$ cat config.mk
export PLATFORM = sky130hd
export DESIGN_NAME = usb_rx_byte_assembler
export DESIGN_NICKNAME = d
export VERILOG_FILES = /design/src/rtl/usb_rx_pkg.sv /design/src/rtl/usb_rx_bit_timer.sv /design/src/rtl/usb_rx_byte_assembler.sv
export SDC_FILE = /design/constraint.sdc
export NUM_CORES = 1
export LEC_CHECK = 0
export ABC_CLOCK_PERIOD_IN_PS = 2200
export BUFFER_PORTS_ARGS = -buffer_cell sky130_fd_sc_hd__buf_4
export CAP_MARGIN = 10
export CORE_MARGIN = 2
export CORE_UTILIZATION = 53
export DETAILED_ROUTE_END_ITERATION = 10
export PLACE_DENSITY = 0.82
export SYNTH_ARGS = -nofsm -noshare
export SYNTH_HDL_FRONTEND = slang
export SYNTH_SLANG_ARGS = --single-unit
$ cat constraint.sdc
create_clock -name clk -period 2.2 [get_ports clk]
set_clock_uncertainty 0.15 [all_clocks]
set_input_delay 0.11 -clock clk [delete_from_list [all_inputs] [get_ports clk]]
set_output_delay 0.11 -clock clk [all_outputs]
set_load 0.01 [all_outputs]
$ cat src/rtl/usb_rx_pkg.sv
// usb_rx_pkg: receiver states and protocol constants shared by the USB RX byte assembler
package usb_rx_pkg;
  typedef enum logic [2:0] {IDLE, SYNC, DATA, EOP, ERR} rx_state_t;
  localparam logic [7:0] SYNC_BYTE = 8'h80;
  localparam int STUFF_LIMIT = 6;
  localparam int IDLE_BITS = 8;
endpackage

$ cat src/rtl/usb_rx_bit_timer.sv
// usb_rx_bit_timer: D+ edge detect and bit-time counter (i_dp, i_se0 in; o_strobe mid-bit sample, o_fall J->K edge out)
module usb_rx_bit_timer #(
  parameter int CLKS_PER_BIT = 8
) (
  input  logic clk,
  input  logic rst,
  input  logic i_dp,
  input  logic i_se0,
  output logic o_strobe,
  output logic o_fall
);
  localparam int W = $clog2(CLKS_PER_BIT);
  logic [W-1:0] r_cnt;
  logic r_dp;
  logic w_edge;
  // edges into SE0 carry no timing information, so they do not resync
  assign w_edge = (i_dp != r_dp) && !i_se0;
  assign o_fall = r_dp && !i_dp;
  assign o_strobe = r_cnt == W'(CLKS_PER_BIT / 2 - 1);
  always_ff @(posedge clk) begin
    if (rst) begin
      r_cnt <= '0;
      r_dp <= 1'b1;
    end else begin
      r_dp <= i_dp;
      r_cnt <= (w_edge || r_cnt == W'(CLKS_PER_BIT - 1)) ? '0 : r_cnt + 1'b1;
    end
  end
endmodule

$ cat src/rtl/usb_rx_byte_assembler.sv
// usb_rx_byte_assembler: USB FS receive front end (dp_sync/dm_sync in; p_out, load_buf, flush, eop, rcv_error, receiving out)
module usb_rx_byte_assembler
  import usb_rx_pkg::*;
#(
  parameter int CLKS_PER_BIT = 8
) (
  input  logic       clk,
  input  logic       rst,
  input  logic       dp_sync,
  input  logic       dm_sync,
  output logic [7:0] p_out,
  output logic       load_buf,
  output logic       flush,
  output logic       eop,
  output logic       rcv_error,
  output logic       receiving
);
  rx_state_t r_state, w_next;
  logic       r_prev_line;
  logic [2:0] r_ones, r_bit_cnt;
  logic [7:0] r_shift, w_byte;
  logic [3:0] r_cnt, w_cnt;
  logic w_se0, w_j, w_k, w_strobe, w_fall, w_bit, w_stuff, w_last;
  logic w_keep, w_drop, w_load, w_flush, w_eop, w_err;

  usb_rx_bit_timer #(.CLKS_PER_BIT(CLKS_PER_BIT)) u_timer (
    .clk(clk),
    .rst(rst),
    .i_dp(dp_sync),
    .i_se0(w_se0),
    .o_strobe(w_strobe),
    .o_fall(w_fall)
  );

  // dp1/dm1 is an illegal line state and is folded into SE0
  assign w_se0 = dp_sync == dm_sync;
  assign w_j = !w_se0 && dp_sync;
  assign w_k = !w_se0 && !dp_sync;
  assign w_bit = dp_sync == r_prev_line;
  assign w_stuff = r_ones == 3'(STUFF_LIMIT);
  assign w_byte = {w_bit, r_shift[7:1]};
  assign w_last = r_bit_cnt == 3'd7;
  assign receiving = r_state != IDLE;

  // r_cnt counts SE0 strobes in EOP and consecutive J strobes in ERR
  always_comb begin
    w_next = r_state;
    w_cnt = r_cnt;
    w_keep = 1'b0;
    w_drop = 1'b0;
    w_load = 1'b0;
    w_flush = 1'b0;
    w_eop = 1'b0;
    w_err = 1'b0;
    case (r_state)
      IDLE: if (w_fall && w_k) w_next = SYNC;
      SYNC, DATA: if (w_strobe) begin
        if (w_se0) begin
          w_next = (r_state == DATA) ? EOP : ERR;
          w_err = r_state == SYNC;
          w_cnt = 4'd1;
        end else if (w_stuff) begin
          w_drop = !w_bit;
          w_err = w_bit;
          w_next = w_bit ? ERR : r_state;
        end else begin
          w_keep = 1'b1;
          if (w_last && r_state == SYNC) begin
            w_flush = w_byte == SYNC_BYTE;
            w_err = !w_flush;
            w_next = w_flush ? DATA : ERR;
          end else if (w_last) w_load = 1'b1;
        end
      end
      EOP: if (w_strobe) begin
        if (w_se0) begin
          w_cnt = r_cnt + 4'd1;
          w_err = r_cnt == 4'd3;
          w_next = w_err ? ERR : EOP;
        end else if (w_j && r_cnt >= 4'd2) begin
          w_next = IDLE;
          w_eop = r_bit_cnt == 3'd0;
          w_err = !w_eop;
        end else begin
          w_next = ERR;
          w_err = 1'b1;
        end
      end
      ERR: if (w_strobe) begin
        w_cnt = w_j ? r_cnt + 4'd1 : 4'd0;
        if (w_j && r_cnt == 4'(IDLE_BITS - 1)) w_next = IDLE;
      end
      default: w_next = IDLE;
    endcase
    if (w_next == ERR && r_state != ERR) w_cnt = 4'd0;
  end

  always_ff @(posedge clk) begin
    if (rst) begin
      r_state <= IDLE;
      r_prev_line <= 1'b1;
      r_ones <= '0;
      r_bit_cnt <= '0;
      r_shift <= '0;
      r_cnt <= '0;
      p_out <= '0;
      load_buf <= 1'b0;
      flush <= 1'b0;
      eop <= 1'b0;
      rcv_error <= 1'b0;
    end else begin
      r_state <= w_next;
      r_cnt <= w_cnt;
      load_buf <= w_load;
      flush <= w_flush;
      eop <= w_eop;
      if (w_load) p_out <= w_byte;
      if (w_err) rcv_error <= 1'b1;
      else if (w_flush) rcv_error <= 1'b0;
      if (r_state == IDLE) begin
        r_prev_line <= 1'b1;
        r_ones <= '0;
        r_bit_cnt <= '0;
        r_shift <= '0;
      end else begin
        if (w_strobe && !w_se0) r_prev_line <= dp_sync;
        if (w_drop) r_ones <= '0;
        else if (w_keep) r_ones <= w_bit ? r_ones + 3'd1 : 3'd0;
        if (w_keep) begin
          r_shift <= w_byte;
          r_bit_cnt <= r_bit_cnt + 3'd1;
        end
      end
    end
  end
endmodule

# After elaboration in Yosys (flattened, before gate mapping)
# Index checks and enable logic that the tools add are counted.
# classes
n_reduce_logical	28
eq_ne	21
bitwise_logic	3
magnitude_cmp	1
add_sub_neg	4
n_mux	52
# ops
operator	n
$mux 3	15
$mux 1	28
$mux 4	6
$eq 3x3->1 const B	5
$pmux 3 s4	1
$pmux 4 s3	1
$logic_and 1x1->1	10
$add 3x1->3 const B	3
$eq 3x2->1 const B	3
$eq 8x8->1 const B	1
$reduce_or 2->1	4
$logic_not 3->1	2
$ne 2x2->1 const B	3
$reduce_and 6->1	1
$reduce_bool 3->1	2
$logic_not 1->1	5
$reduce_or 5->1	1
$add 4x1->4 const B	1
$eq 4x2->1 const B	1
$eq 4x3->1 const B	1
$ge 4x2->1 const B	1
$ne 2x1->1 const B	2
$eq 3x1->1 const B	1
$ne 3x3->1 const B	1
other kinds (7)	10
# totals
elab_cells	122
register_bits	38
out_inout_bits	13

# Depth between registers and ports, before layout
# Gate-level depths: netlist (run 1).
# logic_depth
depth_word	11
depth_mapped	9
depth_no_buf	7

# Cells and area by module
# A second synthesis (run 1) with hierarchy kept.
# hier_totals
hier_cells	230
area_unflattened_um2	2045.7
# modules_own_cells
mod	instances	seq_area_each_um2	cells_per_inst	area_per_inst_um2
usb_rx_byte_assembler	1	660.6	215	1870.5
usb_rx_bit_timer	1	80.1	15	175.2

# Worst setup path before layout (run 1)
# No wires, ideal clock.
# synth_timing
kind	register to register
from	register u_timer.r_cnt[0]
to	register p_out[0]
t_arrival_ps	1860
stages_incl_launch_ff	10
slack_ps	63
path_cell_list	dfxtp_1 > ha_1 > ha_1 > buf_2 > nand2b_1 > a2111o_1 > nor3b_1 > buf_4 > mux2i_1 > nor2_1
# synth_between
elab_chain_len	3
# synth_rtl
element	line	text
start: declaration	usb_rx_bit_timer.sv:13	logic [W-1:0] r_cnt;
start signal: assignment	usb_rx_bit_timer.sv:26	r_cnt <= (w_edge || r_cnt == W'(CLKS_PER_BIT - 1)) ? '0 : r_cnt + 1'b1;
$eq 3x2->1	usb_rx_bit_timer.sv:19	assign o_strobe = r_cnt == W'(CLKS_PER_BIT / 2 - 1);
$mux 1	usb_rx_byte_assembler.sv:57	SYNC, DATA: if (w_strobe) begin
$mux 1	usb_rx_byte_assembler.sv:55	case (r_state)
end signal: assignment	usb_rx_byte_assembler.sv:117	if (w_load) p_out <= w_byte;
end: declaration	usb_rx_byte_assembler.sv:11	output logic [7:0] p_out,
# No other way between the ends.
# A chain may end at the register's enable or synchronous reset.

# Worst setup path in the final report (run 1)
# layout_timing
from	register r_ones[0]
to	register p_out[5]
# layout_between
elab_chain_len	5
# layout_rtl
element	line	text
start: declaration	usb_rx_byte_assembler.sv:20	logic [2:0] r_ones, r_bit_cnt;
start signal: assignment	usb_rx_byte_assembler.sv:128	else if (w_keep) r_ones <= w_bit ? r_ones + 3'd1 : 3'd0;
$eq 3x3->1	usb_rx_byte_assembler.sv:40	assign w_stuff = r_ones == 3'(STUFF_LIMIT);
$mux 1	usb_rx_byte_assembler.sv:62	end else if (w_stuff) begin
$mux 1	usb_rx_byte_assembler.sv:58	if (w_se0) begin
$mux 1	usb_rx_byte_assembler.sv:57	
$mux 1	usb_rx_byte_assembler.sv:55	
# No other way between the ends.

==> metrics, run 1 <==
outcome=finished clean; Worst Hold Class=input pin to register; width of the die=63.9 um; Seq/Total Area, Yosys=38.9%; Slew HR=65.9%; nets=261; post-synthesis cell area=1900 um^2; initial core utilization=56.1%; Clock power frac=42.9%; Mean Syn Cell Area=8.89 um^2; maximum VDD drop=0.438 mV; Post-synth EDFFs=0; Sw Share=21.4%; I/O pin cnt=17; TritonCTS clock tree=done; Die Area=4090 um^2; endpoint class of the critical path=register; Psw=0.292 mW; Total GRT Usage=21.6%; drt total wl=4.01 mm; CTS Sinks=37; IO buf count=16; WL/cell=13.8 um; DR iter-0 viols=92; # DRC=0; Most used DFF post-synth=dfxtp_1; Mapped Nets=231; Max Root-Sink Buffers=2; Final setup viols=0; finished layout cell area=2290 um^2; CP arrival=2.20 ns; Root Driver=clkbuf_4; sequential group share of total power=49.9%; P_leak=0.937 nW; grt ovf=0; setup TNS=0 ns; commonest non-fill, non-tap cell in the layout=dfxtp_1; row count=21; most frequent cells in the layout=dfxtp_1 (35), nor2_1 (33), buf_4 (29), mux2i_1 (16), o21ai_0 (12); Slowest-stage cell, CP=a2111o_1; Yosys warning count=0; core area=3390 um^2; Slew Limit Fails=0; antenna fix cells=0; Post-CTS Setup Inserts=0; Max-Cap Viols=0; worst path cell trace=inv_1 -> ha_1 -> a2111o_1 -> nor3b_2 -> buf_4 -> mux2i_1 -> nor2_1; worst-skew pair later-pin latency=0.34 ns; CP bufs+invs=2; reg2reg path depth=7; DIE HEIGHT=63.9 um; global-route wire length before repair=6.85 mm; largest net degree at the start of global routing=22; Final Hold Viols=0; Max Freq=473 MHz; Crit Path Max Fanout=5; Worst setup SP type=register; period utilisation layout=96.1%; vias in the first global route=1577; Area Overhead vs Synth=20.5%; RSZ-0062 raised after global routing=false; Worst Path Required=2.28 ns; Post-Syn Instances=214; Via-to-Cell Ratio=5.52; Detail Route Antenna Nets=0; cell depth of the worst setup path=7; GP Congestion=0.869; Power Total=1.36 mW; max incr delay on CP=0.45 ns; Internal Power=1.07 mW; H-tree levels=2; CTS Buf Count=5; ys async rst share=0%; Comb power frac=7.2%; layout cells sized above 1=22.0%; Seq cells post-synth=37; placed cell area=2130 um^2; fin crit period=2.11 ns; post-detail-place hpwl=2.78 mm; power density over the cells=595 nW/um^2; Worst path top cell family by delay=compound AO/OA/AOI/OAI gates; via count=1607; initial antenna violation count=0; Worst-path clk slew=0.12 ns; worst-margin pin slew=0.507 ns; Worst Hold Depth=5; detailed-router iteration count before antenna repair=4; critical path class=register to register; Distinct cells, synth=43
## per-stage QoR
stage / setup slack, ns / util [%] / instances / hold WS (ns)
4_1_cts: 0.0195 / 66.7 / 290 / 0.143
6_report: 0.0860 / 67.7 / 291 / 0.155
3_5_place_dp: 0.0376 / 62.7 / 279 / 0.220
3_3_place_gp: 0.135 / 62.7 / 279 / 0.209
2_1_floorplan: 0.0625 / - / 214 / 0.0666
5_1_grt: 0.00390 / 67.7 / 291 / 0.147
## sequential cells by signal, indices dropped and copies added, names as in the netlist
| signal | cells |
|---|---|
| rcv_error | 1 |
| r_bit_cnt | 3 |
| u_timer.r_cnt | 3 |
| r_state | 3 |
| flush | 1 |
| u_timer.r_dp | 1 |
| p_out | 8 |
| r_cnt | 4 |
| load_buf | 1 |
| r_ones | 3 |
| eop | 1 |
| r_prev_line | 1 |
| r_shift | 7 |
## Yosys cell counts, drive strengths merged, types with 2 or more instances
| library cell | count | area, um^2 |
|---|---|---|
| a21o | 2 | 15.0 |
| a21oi | 14 | 81.3 |
| and2 | 2 | 12.5 |
| buf | 6 | 37.5 |
| clkbuf | 4 | 15.0 |
| dfxtp | 37 | 741 |
| ha | 13 | 163 |
| inv | 9 | 33.8 |
| mux2i | 16 | 160 |
| nand2 | 5 | 18.8 |
| nand2b | 6 | 37.5 |
| nand3 | 4 | 25.0 |
| nand3b | 4 | 30.0 |
| nor2 | 33 | 124 |
| nor2b | 5 | 31.3 |
| nor3 | 8 | 40.0 |
| nor3b | 5 | 53.8 |
| nor4 | 3 | 18.8 |
| o21ai | 13 | 65.1 |
| o31ai | 2 | 15.0 |
| or2 | 2 | 12.5 |
| or3 | 4 | 30.0 |
| xnor2 | 3 | 26.3 |
## power groups by stage
stage / registers, mW / clock network [mW] / logic, mW
floorplan: 0.694 / 0 / 0.0582
global placement: 0.695 / 0 / 0.0877
detailed placement: 0.696 / 0 / 0.0891
CTS: 0.681 / 0.592 / 0.0939
global route: 0.682 / 0.629 / 0.110
finish: 0.681 / 0.585 / 0.0985
## worst register-to-register path: cells and delay by family, from the launching register on
| family | cells | cell delay, ns |
|---|---|---|
| adders and majority gates | 1 | 0.23 |
| AOI/OAI and AO/OA | 1 | 0.45 |
| muxes | 1 | 0.23 |
| buffers and inverters | 2 | 0.26 |
| and+or+nand+nor | 2 | 0.31 |
| DFF | 1 | 0.38 |
## kinds of logic (layout without fill, tap and decap cells)
group,count (synthesis),after routing,share of synthesized area [%]
AND/OR/NAND/NOR,87,87,25.3
AO/OA/AOI/OAI,38,38,12.4
flip-flops,37,37,38.9
buffers and inverters,19,50,4.54
multiplexers,16,16,8.42
adder cells (fa/ha/maj),13,13,8.55
XOR/XNOR,4,4,1.84
## cell type report
cell class                      count  area (um^2)
Clock buffer                        5         37.5
Clock inverter                      3         65.1
Fill cell                         271         1100
Inverter                            9         33.8
Multi-Input combinational cell    158         1100
Sequential cell                    37          743
Tap cell                           46         57.6
Timing Repair Buffer               33          253
## routing by layer
layer,share of wire [%],GRT usage (%),up-vias
met5,0,0,-
met4,1.2,6.79,0
met3,4.3,7.22,4
met2,47,35.9,38
met1,48,26.2,752
li1,-,-,813
## path summary, 6_finish.rpt
kind,start,endpoint,slack (ns)
max,r_ones[0],p_out[5],0.09
min,dp_sync,flush,0.15
min reg2reg,u_timer.r_cnt[0],u_timer.r_cnt[0],0.27
max reg2reg,r_ones[0],p_out[5],0.09
## what timing repair did
item                                   CTS  global route
pin swaps                                0             2
gates cloned                             0             1
resized for setup                        1             8
setup endpoints to repair                1            10
hold buffers                             3             0
endpoints found under the hold margin   14             0
Note: power is estimated with default switching activity, not from simulation.
==> run 2: changes to the inputs <==
- ABC_AREA: not set -> 1
- CORE_UTILIZATION: 53 -> 55
- CTS_BUF_LIST: not set -> sky130_fd_sc_hd__clkbuf_8
- PLACE_DENSITY: 0.82 -> not set
- PLACE_DENSITY_LB_ADDON: not set -> 0.05
==> metrics, run 2 <==
cell depth of the worst setup path=10 (was 7); GP Congestion=0.834 (was 0.869); Die Area=3910 um^2 (was 4090 um^2); CTS Sinks=37 (unchanged); Mean Syn Cell Area=7.47 um^2 (was 8.89 um^2); drt total wl=3.77 mm (was 4.01 mm); core area=3310 um^2 (was 3390 um^2); Max Freq=483 MHz (was 473 MHz); Power Total=1.34 mW (was 1.36 mW); layout cells sized above 1=17.6% (was 22.0%); grt ovf=0 (unchanged); Area contributors post-synth=dfxtp_1 (39%), ha_1 (8.6%), nand2_1 (8.2%) (was dfxtp_1 (39%), ha_1 (8.5%), mux2i_1 (8.4%)); WL met1=1.77 mm (was 1.92 mm); max incr delay on CP=0.54 ns (was 0.45 ns); ys async rst share=0% (unchanged); I/O pin cnt=17 (unchanged); # DRC=0 (unchanged); P_leak=0.943 nW (was 0.937 nW); nets=295 (was 261); setup TNS=0 ns (unchanged); detailed-router iteration count before antenna repair=4 (unchanged); Synth top area share=39.3% (was 38.9%); DIE HEIGHT=62.5 um (was 63.9 um); worst setup margin=0.132 ns (was 0.0860 ns); initial core utilization=56.9% (was 56.1%); outcome=finished clean (unchanged); antenna fix cells=0 (unchanged); Post-Syn Instances=252 (was 214); Slew HR=73.3% (was 65.9%); post-synth top area cell=dfxtp_1 (unchanged); Fillers=325 (was 271); CP bufs+invs=4 (was 2); DR iter-0 viols=57 (was 92); worst r2r src=r_ones[0] (unchanged); Post-Synth XOR/XNOR Area=0% (was 1.84%); post-detail-place hpwl=2.80 mm (was 2.78 mm); global-route wire length before repair=6.71 mm (was 6.85 mm); Post-Synth Adder-Cell Area=8.64% (was 8.55%); crit path launch=dp_sync (was r_ones[0]); Crit Path Max Fanout=19 (was 5); power density over the cells=605 nW/um^2 (was 595 nW/um^2); mux cell area share after synthesis=0% (was 8.42%); source of the worst hold timing path=dm_sync (was dp_sync); Max-Cap Viols=0 (unchanged); row count=21 (unchanged); Post-synth EDFFs=0 (unchanged); Largest regs=p_out (8), r_shift (7), r_cnt (4) (unchanged); via count=1634 (was 1607); Distinct cells, synth=35 (was 43); Synth top cells by count=nand2_1 (41), nor2_1 (41), dfxtp_1 (37) (was dfxtp_1 (37), nor2_1 (33), mux2i_1 (16)); endpoint class of the critical path=register (unchanged); Compound-Gate Fraction of Synth Area=15.3% (was 12.4%); Area Overhead vs Synth=17.6% (was 20.5%); combinational family with the most area after synthesis=simple AND/OR/NAND/NOR gates (unchanged); Slowest-stage cell, CP=dlygate4sd3_1 (was a2111o_1); Worst path top cell family by delay=buffers and inverters (was compound AO/OA/AOI/OAI gates); Worst Path Required=2.27 ns (was 2.28 ns); H-tree levels=2 (unchanged); Total GRT Usage=21.3% (was 21.6%); reg2reg path depth=13 (was 7); worst path cell trace=dlygate4sd3_1 -> buf_4 -> inv_2 -> ha_2 -> nor2_8 -> nand3_4 -> clkinv_2 -> nand2_4 -> or2_1 -> a21oi_1 (was inv_1 -> ha_1 -> a2111o_1 -> nor3b_2 -> buf_4 -> mux2i_1 -> nor2_1); fin crit period=2.07 ns (was 2.11 ns); Final Hold Viols=0 (unchanged); Seq/Total Area, Yosys=39.3% (was 38.9%); CP arrival=2.14 ns (was 2.20 ns); R2R setup slack=0.29 ns (was 0.09 ns); Mapped Nets=269 (was 231); critical path class=input pin to register (was register to register); Seq cells post-synth=37 (unchanged); Detail Route Antenna Nets=0 (unchanged); initial antenna violation count=0 (unchanged); Max Root-Sink Buffers=2 (unchanged); WL/cell=11.6 um (was 13.8 um); Most used DFF post-synth=dfxtp_1 (unchanged); worst-margin pin slew=0.396 ns (was 0.507 ns); RSZ-0062 raised after global routing=false (unchanged); CP endpoint=r_ones[1] (was p_out[5]); largest net degree at the start of global routing=20 (was 22); width of the die=62.5 um (was 63.9 um); IO buf count=16 (unchanged); met2 wire length=1.80 mm (was 1.87 mm); maximum VDD drop=0.462 mV (was 0.438 mV); most frequent cells in the layout=nand2_1 (41), nor2_1 (41), dfxtp_1 (37), inv_1 (27), o21ai_0 (25) (was dfxtp_1 (35), nor2_1 (33), buf_4 (29), mux2i_1 (16), o21ai_0 (12)); Yosys warning count=0 (unchanged); post-synthesis cell area=1880 um^2 (was 1900 um^2); CTS Buf Count=5 (unchanged); fraction of the mapped netlist area in simple logic gates=28.6% (was 25.3%); Slew Limit Fails=0 (unchanged); Worst Hold Class=input pin to register (unchanged); largest register by flop count=p_out (unchanged); dpl ws=0.233 ns (was 0.0376 ns); Cell Count, Final, Fillers Out=325 (was 291); Worst-path clk slew=0.07 ns (was 0.12 ns); worst-skew pair later-pin latency=0.29 ns (was 0.34 ns); top layer in use=met4 (unchanged); Via-to-Cell Ratio=5.03 (was 5.52); TritonCTS clock tree=done (unchanged); Root Driver=clkbuf_8 (was clkbuf_4); dpl cells=312 (was 279); Worst setup SP type=input pin (was register); met3 WL=137 um (was 174 um); period utilisation layout=94.0% (was 96.1%); max reg flops=8 (unchanged); r2r endpoint=r_cnt[3] (was p_out[5]); final core utilization=66.9% (was 67.7%); Final setup viols=0 (unchanged); vias in the first global route=1547 (was 1577)
## run 2: worst min path at each step
stage | end | slack (ns) | cells past startpoint
finish | r_state[0] | 0.14 | 4
global route | r_state[0] | 0.18 | 4
CTS | r_state[0] | 0.13 | 4
detailed placement | u_timer.r_dp | 0.20 | 3
global placement | u_timer.r_dp | 0.19 | 3
floorplan | u_timer.r_dp | 0.06 | 2
## run 2: logic make-up (layout without fill, tap and decap cells)
kind of cell    after synthesis  count (layout)
flops                        37              37
simple gates                111             111
fa+ha+maj                    13              13
buf+inv                      38              65
compound gates               53              53
## run 2: layer usage
layer	track usage [%]	vias to the layer above
met4	7.22	0
met2	37.2	19
met5	0	-
li1	-	871
met3	6.31	8
met1	24.9	736
## run 2: metrics by stage
| stage | instance area [um^2] | hold slack [ns] |
|---|---|---|
| finish | 2210 | 0.144 |
| global route | 2210 | 0.182 |
| CTS | 2190 | 0.133 |
| detailed placement | 2050 | 0.200 |
| global placement | 2050 | 0.193 |
| floorplan | 1880 | 0.0570 |
## run 2: power breakdown
group	switching, mW	internal (mW)
combinational	0.0465	0.0256
clock	0.249	0.339
sequential	0.00344	0.675
total	0.299	1.04
## run 2: layout make-up
class / instances / area [um^2] / share of cell area, %
Clock buffer: 5 / 68.8 / 3.11
Clock inverter: 3 / 46.3 / 2.09
Tap cell: 46 / 57.6 / 2.60
Sequential cell: 37 / 741 / 33.4
Timing Repair Buffer: 23 / 178 / 8.02
Multi-Input combinational cell: 177 / 992 / 44.8
Inverter: 34 / 131 / 5.93
## run 2: tightest hold or removal path, stage by stage
cell	delay (ns)
buf_4	0.09
ha_2	0.14
a31oi_1	0.08
a21oi_1	0.13
## run 2: repair_timing
item	4_1_cts	5_1_grt
setup buffers	0	3
hold endpoints to repair	10	0
gates resized for setup	0	1
hold buffers	2	0
endpoints found under the setup margin	0	13
==> run 3: changes to the inputs <==
- SETUP_SLACK_MARGIN: not set -> 0.3
==> metrics, run 3 (synthesis results as in run 2) <==
Worst setup SP type=register (was input pin); Final Hold Viols=0 (unchanged); Internal Power=1.05 mW (was 1.04 mW); Register Area=744 um^2 (was 741 um^2); Max Freq=561 MHz (was 483 MHz); antenna fix cells=0 (unchanged); Slew HR=75.8% (was 73.3%); CP arrival=1.84 ns (was 2.14 ns); final core utilization=71.9% (was 66.9%); setup TNS=0 ns (unchanged); power density over the cells=569 nW/um^2 (was 605 nW/um^2); Total GRT Usage=22.0% (was 21.3%); Fillers=296 (was 325); H-tree levels=2 (unchanged); Multi-input gate area=1080 um^2 (was 992 um^2); r2r endpoint=r_ones[0] (was r_cnt[3]); worst-skew pair later-pin latency=0.29 ns (about the same); R2R setup slack=0.42 ns (was 0.29 ns); GP Congestion=0.834 (unchanged); Slew Limit Fails=0 (unchanged); Final setup viols=0 (unchanged); Die Area=3910 um^2 (unchanged); post-detail-place hpwl=2.80 mm (unchanged); Detail Route Antenna Nets=0 (unchanged); Root Driver=clkbuf_8 (unchanged); nets=304 (was 295); width of the die=62.5 um (unchanged); largest register by flop count=p_out (unchanged); detailed-router iteration count before antenna repair=4 (unchanged); largest net degree at the start of global routing=14 (was 20); global-route wire length before repair=6.91 mm (was 6.71 mm); grt ovf=0 (unchanged); endpoint class of the critical path=register (unchanged); Largest regs=p_out (8), r_shift (7), r_cnt (4) (unchanged); I/O pin cnt=17 (unchanged); Worst Hold Depth=4 (unchanged); Comb power frac=6.2% (was 5.4%); WL/cell=12.3 um (was 11.6 um); Via-to-Cell Ratio=5.22 (was 5.03); Worst Path Required=2.25 ns (was 2.27 ns); row count=21 (unchanged); initial antenna violation count=0 (unchanged); maximum VDD drop=0.473 mV (was 0.462 mV); Worst Hold Class=input pin to register (unchanged); source of the worst hold timing path=dm_sync (unchanged); DIE HEIGHT=62.5 um (unchanged); DR iter-0 viols=100 (was 57); Crit Path Max Fanout=10 (was 19); core area=3310 um^2 (unchanged); most frequent cells in the layout=nand2_1 (40), nor2_1 (35), dfxtp_1 (34), buf_4 (27), inv_1 (26) (was nand2_1 (41), nor2_1 (41), dfxtp_1 (37), inv_1 (27), o21ai_0 (25)); # DRC=0 (unchanged); via count=1742 (was 1634); Max Root-Sink Buffers=2 (unchanged); sequential group share of total power=50.2% (was 50.7%); worst r2r src=r_state[0] (was r_ones[0]); Max-Cap Viols=0 (unchanged); Psw=0.309 mW (was 0.299 mW); max reg flops=8 (unchanged); Worst-path clk slew=0.08 ns (was 0.07 ns); RSZ-0062 raised after global routing=false (unchanged); initial core utilization=56.9% (unchanged); commonest non-fill, non-tap cell in the layout=nand2_1; fin crit period=1.78 ns (was 2.07 ns); P_leak=0.975 nW (was 0.943 nW); reg2reg path depth=7 (was 13); CTS Sinks=37 (unchanged); layout cells sized above 1=26.4% (was 17.6%); Hold EP=r_state[0] (unchanged); IO buf count=16 (unchanged); Clock power frac=43.7% (was 43.9%); placed cell area=2050 um^2 (unchanged); worst-margin pin slew=0.359 ns (was 0.396 ns); outcome=finished clean (unchanged); vias in the first global route=1604 (was 1547); CTS Buf Count=5 (unchanged); Hold WS=0.128 ns (was 0.144 ns); finished layout cell area=2380 um^2 (was 2210 um^2); critical path class=register to register (was input pin to register); TritonCTS clock tree=done (unchanged); drt total wl=4.09 mm (was 3.77 mm); Power Total=1.35 mW (was 1.34 mW); Sw Share=22.8% (was 22.3%); Area Overhead vs Synth=26.4% (was 17.6%); period utilisation layout=81.1% (was 94.0%)
[run 3: changes by cell type in the layout (fill, tap and decap cells not counted), sizes merged]
cell	delta
buf	+7
dlygate4sd3	+1
o22ai	+1
[run 3: power by group through the flow]
stage | Sequential, mW | Clock (mW) | Combinational (mW)
3_3_place_gp | 0.694 | 0 | 0.0685
4_1_cts | 0.679 | 0.598 | 0.0731
6_report | 0.679 | 0.591 | 0.0838
3_5_place_dp | 0.694 | 0 | 0.0682
2_1_floorplan | 0.694 | 0 | 0.0489
5_1_grt | 0.680 | 0.633 | 0.0929
[run 3: area by class of cell]
| type | count | area share (%) |
|---|---|---|
| clock buffer | 5 | 2.89 |
| multi-input combinational | 178 | 45.6 |
| sequential | 37 | 31.3 |
| clock inverter | 3 | 1.95 |
| timing repair buffer | 31 | 10.3 |
| tap | 46 | 2.42 |
| inverter | 34 | 5.63 |
[run 3: worst max-delay path: stages, from the launching register on]
cell and delay [ns]:
dfxtp_1 0.44, inv_2 0.10, nand2_1 0.13, nor2_1 0.09, nor2_1 0.21, buf_4 0.21, o21ai_0 0.16, a211oi_1 0.20
[run 3: metrics by stage]
stage	instances	worst slack [ns]
finish	334	0.416
global route	334	0.281
CTS	328	0.326
detailed placement	312	0.233
global placement	312	0.281
floorplan	252	0.444
[run 3: repair_timing]
item	4_1_cts	5_1_grt
gates cloned	0	1
resized for setup	2	24
buffers inserted	5	5
hold buffers	3	0
endpoints found under the setup margin	10	10
pin swaps	2	7
hold endpoints to repair	10	0
[run 3: how the worst max path moves through the flow]
stage                      from   endpoint  cells past startpoint
2_1_floorplan  u_timer.r_cnt[0]  r_ones[1]                      9
3_3_place_gp   u_timer.r_cnt[0]   p_out[3]                      9
3_5_place_dp   u_timer.r_cnt[0]   p_out[3]                      9
4_1_cts               r_ones[0]   r_cnt[3]                     13
5_1_grt             r_prev_line   r_cnt[3]                     12
6_report             r_state[0]  r_ones[0]                      7
[run 3: metal layers]
layer / part of all wire (%) / vias up / routed length (um) / GRT usage [%]
li1: - / 896 / - / -
met3: 4.5 / 8 / 186 / 6.49
met2: 50 / 30 / 2050 / 39.1
met1: 44 / 808 / 1800 / 25.2
met5: 0 / - / 0 / 0
met4: 1.5 / 0 / 60 / 7.22
